==> config.mk <==
export PLATFORM = sky130hd
export DESIGN_NAME = jk_cmd_driver
export DESIGN_NICKNAME = d
export VERILOG_FILES = /design/src/rtl/jk_cmd_driver.sv
export SDC_FILE = /design/constraint.sdc
export NUM_CORES = 1
export LEC_CHECK = 0
export ABC_CLOCK_PERIOD_IN_PS = 1700
export CORE_MARGIN = 5
export CORE_UTILIZATION = 35
export DETAILED_ROUTE_END_ITERATION = 10
export SETUP_SLACK_MARGIN = 0.02
export SLEW_MARGIN = 20
export SYNTH_ARGS = -nofsm -noshare
export SYNTH_HDL_FRONTEND = slang
export SYNTH_SLANG_ARGS = --single-unit
==> constraint.sdc <==
create_clock -name i_clk -period 1.7 [get_ports i_clk]
set_input_delay 0.34 -clock i_clk [delete_from_list [all_inputs] [get_ports i_clk]]
set_output_delay 0.34 -clock i_clk [all_outputs]
set_load 0.02 [all_outputs]
==> src/rtl/jk_cmd_driver.sv <==
// Command FIFO feeding a J/K drive sequencer for an external JK flip-flop.
// Each command is driven for one cycle, then the flip-flop's Q is checked.
module jk_cmd_driver #(
   parameter int DEPTH = 4
) (
   input  logic       i_clk,
   input  logic       i_rst_n,
   input  logic       i_cmd_valid,
   input  logic [1:0] i_cmd,
   output logic       o_cmd_ready,
   output logic       o_j,
   output logic       o_k,
   input  logic       i_q,
   input  logic       i_err_clr,
   output logic       o_busy,
   output logic       o_err,
   output logic [7:0] o_err_cnt
);

   localparam int AW = (DEPTH > 1) ? $clog2(DEPTH) : 1;

   typedef enum logic [1:0] {
      ST_IDLE,
      ST_DRIVE,
      ST_CHECK
   } state_e;

   typedef enum logic [1:0] {
      CMD_HOLD   = 2'b00,
      CMD_RESET  = 2'b01,
      CMD_SET    = 2'b10,
      CMD_TOGGLE = 2'b11
   } cmd_e;

   logic [1:0]  mem_q [DEPTH];
   logic [AW:0] wr_ptr_q, wr_ptr_d;
   logic [AW:0] rd_ptr_q, rd_ptr_d;
   state_e      state_q, state_d;
   cmd_e        cmd_q, cmd_d;
   logic        q_prev_q, q_prev_d;
   logic        q_known_q, q_known_d;
   logic        j_q, j_d;
   logic        k_q, k_d;
   logic        err_q, err_d;
   logic [7:0]  cnt_q, cnt_d;

   logic        full;
   logic        empty;
   logic        push;
   cmd_e        head_cmd;
   logic        exp_q;
   logic        do_check;
   logic        mismatch;

   // The extra pointer MSB distinguishes full from empty when the indices match.
   assign empty    = (wr_ptr_q == rd_ptr_q);
   assign full     = (wr_ptr_q[AW] != rd_ptr_q[AW]) &&
                     (wr_ptr_q[AW-1:0] == rd_ptr_q[AW-1:0]);
   assign push     = i_cmd_valid && !full;
   assign head_cmd = cmd_e'(mem_q[rd_ptr_q[AW-1:0]]);

   always_comb begin
      exp_q = q_prev_q;
      case (cmd_q)
         CMD_HOLD:   exp_q = q_prev_q;
         CMD_RESET:  exp_q = 1'b0;
         CMD_SET:    exp_q = 1'b1;
         CMD_TOGGLE: exp_q = ~q_prev_q;
         default:    exp_q = q_prev_q;
      endcase
   end

   // NOTE: every combinational output gets a default before the case, so no
   // path leaves a signal unassigned and no latch is inferred.
   always_comb begin
      state_d   = state_q;
      rd_ptr_d  = rd_ptr_q;
      wr_ptr_d  = push ? wr_ptr_q + (AW+1)'(1) : wr_ptr_q;
      cmd_d     = cmd_q;
      q_prev_d  = q_prev_q;
      q_known_d = q_known_q;
      j_d       = 1'b0;
      k_d       = 1'b0;
      do_check  = 1'b0;

      case (state_q)
         ST_IDLE: begin
            if (!empty) begin
               rd_ptr_d   = rd_ptr_q + (AW+1)'(1);
               cmd_d      = head_cmd;
               q_prev_d   = i_q;
               {j_d, k_d} = head_cmd;
               state_d    = ST_DRIVE;
            end
         end
         ST_DRIVE: state_d = ST_CHECK;
         ST_CHECK: begin
            state_d = ST_IDLE;
            // Hold/toggle expectations depend on q_prev, meaningless until Q is known.
            if (cmd_q == CMD_SET || cmd_q == CMD_RESET) begin
               do_check  = 1'b1;
               q_known_d = 1'b1;
            end else begin
               do_check  = q_known_q;
            end
         end
         default: state_d = ST_IDLE;
      endcase

      mismatch = do_check && (i_q != exp_q);

      err_d = err_q;
      cnt_d = cnt_q;
      if (mismatch) begin
         err_d = 1'b1;
         if (i_err_clr)          cnt_d = 8'd1;
         else if (cnt_q != 8'hFF) cnt_d = cnt_q + 8'd1;
      end else if (i_err_clr) begin
         err_d = 1'b0;
         cnt_d = 8'd0;
      end
   end

   // NOTE: sequential state uses non-blocking assignments so every register
   // samples the pre-edge values of the others.
   always_ff @(posedge i_clk or negedge i_rst_n) begin
      if (!i_rst_n) begin
         state_q   <= ST_IDLE;
         wr_ptr_q  <= '0;
         rd_ptr_q  <= '0;
         cmd_q     <= CMD_HOLD;
         q_prev_q  <= 1'b0;
         q_known_q <= 1'b0;
         j_q       <= 1'b0;
         k_q       <= 1'b0;
         err_q     <= 1'b0;
         cnt_q     <= 8'd0;
      end else begin
         state_q   <= state_d;
         wr_ptr_q  <= wr_ptr_d;
         rd_ptr_q  <= rd_ptr_d;
         cmd_q     <= cmd_d;
         q_prev_q  <= q_prev_d;
         q_known_q <= q_known_d;
         j_q       <= j_d;
         k_q       <= k_d;
         err_q     <= err_d;
         cnt_q     <= cnt_d;
      end
   end

   // NOTE: storage is not reset; emptiness is tracked by the pointers alone.
   always_ff @(posedge i_clk) begin
      if (push) mem_q[wr_ptr_q[AW-1:0]] <= i_cmd;
   end

   assign o_cmd_ready = !full;
   assign o_j         = j_q;
   assign o_k         = k_q;
   assign o_busy      = !empty || (state_q != ST_IDLE);
   assign o_err       = err_q;
   assign o_err_cnt   = cnt_q;

endmodule

==> results.cfg <==
[grt]
grt_max_degree = 24
grt_first_pass_wirelength_mm = 5.216
grt_overflow = 0
first_global_vias = 1110
initial_antenna_violation_count = 0
grt_use_total_pct = 11.38

[routing]
drt_iter0_drc = 50
postRouteWirelength_mm = 3.095
drt_pass1_iterations = 4
drc = 0
viasPerCell = 4.995
average_detailed_routed_wire_length_per_instance_um = 14.33
drtAntennaViolNets = 0
via_count = 1079

[placement]
placed_cells = 207
globalplace.congestion = 0.8075
portBuffers = 19
dpl.hpwl_mm = 2.260

[synthesis]
syn_area_mm2 = 0.001524
fraction_of_the_mapped_netlist_area_in_compound_gates_pct = 11.41
synthXorXnorAreaFrac_pct = 5.090
async_flop_share_pct = 74.19
synth_adder_area_share_pct = 4.926
cell_with_the_most_instances_after_synthesis = dfrtp_1
synth.top_cell.area_share_pct = 37.77
syn-instance-count = 125
yosys-top-cells-count = dfrtp_1 (23), inv_1 (9), edfxtp_1 (8)
leading_cell_types_by_total_area_after_synthesis = dfrtp_1 (38%), edfxtp_1 (16%), ha_1 (4.9%)
synth_ff_type = dfrtp_1
main_combinational_cell_family_by_area_after_synthesis = simple AND/OR/NAND/NOR gates
number_of_enable_type_register_cells_in_the_synthesized_netlist = 8
yosysSeqAreaShare_pct = 53.53
postSynthAreaPerCell_um2 = 12.19
yosys.area_share.simple_pct = 17.32
yosys.area.top_type = dfrtp_1
post_synth_num_cell_types = 38
synth.mux.area_fraction_pct = 3.859
ys_warn_count = 0
syn-num-nets = 138
ys_seq_elements = 31

[layout]
final_net_count = 176
layout-drive-gt1-share_pct = 27.44
antennaDiodeCount = 0
final_cell_count_no_fill = 216
synthToLayoutAreaGrowth_pct = 32.27

[timing]
grt_setup_unrepaired = true
timing.final.setup_violations = 0
final-hold-violation-count = 0
slew_violations = 0
slew_headroom_pct = 75.21
whs_ns = 0.4027
final.min_clock_period_ns = 1.652
worst-slew-pin-transition_ns = 0.3718
min_period_over_period_pct = 97.18
clock-skew-final_ns = 0.005840
achievable-frequency_mhz = 605.3

[power_and_ir_drop]
power_per_cell_area_mw_per_mm2 = 1648
maximum_vdd_drop_uv = 805.0
total_leakage_power_uw = 0.0009287

[cts]
clock_root_buffer = clkbuf_8
cts_max_level = 2
numCtsBuffers = 5
clkSlewWorstSetupHoldPaths_ns = 0.07
cts_buffer_depth = 2
cts_tree = built
worstSkewPairLatency_ns = 0.29
tritoncts_num_sinks = 31
holdBufCountCts = 0

[floorplan]
y_dimension_of_the_die_um = 75.99
die_area_mm2 = 0.005774
die_x_um = 75.99
rows = 24
coreArea_mm2 = 0.004294
num_io_pins = 20
initial_utilization_pct = 35.49

[critical_path]
critical_path_start_end_classification = reg2reg
setup.worst_path.end_class = flip-flop
critPathMaxFanout = 10
critical_path_arrival_ns = 1.82
critical_path_required_ns = 1.87
crit_path_start_kind = flip-flop

[status]
run_status = finished, final reports clean

[flow_run]
max-cap-violations = 0

[worst_hold_path]
hold_class = in2async
==> timing repair <==
| item | in CTS | in global routing |
|---|---|---|
| setup endpoints to repair | 6 | 12 |
| buffers inserted | 1 | 0 |
| resized for setup | 10 | 15 |
| pin swaps | 2 | 3 |
==> path summary, 6_finish.rpt <==
path,from,endpoint,slack (ns),cells after the start
max reg2reg,o_err_cnt[1],o_err_cnt[1],0.05,7
max,o_err_cnt[1],o_err_cnt[1],0.05,7
min,i_rst_n,o_err,0.40,2
min in group i_clk,i_q,q_prev_q,0.47,3
min reg2reg,state_q[1],state_q[1],0.47,1
max in group asynchronous,i_rst_n,cmd_q[1],1.04,2
==> where the power goes <==
part | switching, µW | internal [µW] | total [µW]
Clock | 280 | 429 | 709
Sequential | 163 | 1000 | 1170
Combinational | 724 | 723 | 1450
Total | 1170 | 2150 | 3320
==> metrics by stage <==
step / area (µm²) / power, µW / util (%) / worst slack [ns] / setup TNS [ns]
finish: 2016 / 3321 / 46.94 / 0.04798 / 0
global route: 2016 / 3549 / 46.94 / -0.04294 / -0.04518
CTS: 1981 / 3320 / 46.12 / 0.02204 / 0
detailed placement: 1861 / 2580 / 43.33 / -0.1906 / -1.275
global placement: 1861 / 2509 / 43.33 / -0.1716 / -1.073
floorplan: 1526 / 2092 / - / 0.03954 / 0
==> cells in the final DEF (no fill, tap or decap), types with 2 or more instances in the layout <==
master	n
clkbuf_8	5
nand2_1	7
buf_4	13
a21o_2	4
clkdlybuf4s50_1	10
ha_1	5
nor2_1	6
nand3_1	4
nor2b_1	5
dfrtp_1	21
o21ai_0	2
inv_1	9
dlygate4sd2_1	3
dfrtp_2	2
and3_1	6
a21oi_1	4
a31o_2	2
xnor2_1	5
edfxtp_1	8
a211oi_1	2
xor2_1	2
dlymetal6s2s_1	4
and2_1	5
nand4_1	2
==> cell type report <==
type | instances | area (µm²)
Timing Repair Buffer | 33 | 310.3
Fill cell | 398 | 2278
Inverter | 10 | 40.04
Multi-Input combinational cell | 82 | 674.4
Clock inverter | 3 | 38.79
Sequential cell | 31 | 818.3
Clock buffer | 5 | 68.82
Tap cell | 52 | 65.06
==> metal layers <==
layer  vias to the layer above  routed length, µm  part of all wire, %  track usage [%]
li1                        518                  -                    -                -
met1                       535               1351                   44            12.93
met2                        19               1526                   49            18.24
met3                         7                142                  4.6            4.374
met4                         0                 74                  2.4            6.228
met5                         -                  0                    0                0
==> sequential cells by signal (all words and copies together) (netlist names) <==
| register | flops |
|---|---|
| o_err | 1 |
| q_known_q | 1 |
| cmd_q | 2 |
| mem_q | 8 |
| wr_ptr_q | 3 |
| o_k | 1 |
| rd_ptr_q | 3 |
| q_prev_q | 1 |
| o_err_cnt | 8 |
| o_j | 1 |
| state_q | 2 |
==> cells by family after synthesis <==
group,count (synthesis)
adder cells (fa/ha/maj),6
flip-flops,31
buffers and inverters,12
AO/OA/AOI/OAI,20
XOR/XNOR,8
multiplexers,3
AND/OR/NAND/NOR,45
==> worst max-delay path, cell delays in order (launching register included) <==
cell	delay [ns]
dfrtp_1	0.41
ha_2	0.20
and2_4	0.13
and4_4	0.19
nor3_4	0.19
buf_12	0.15
mux2i_2	0.20
nor2_1	0.06
Note: power is estimated with default switching activity, not from simulation.
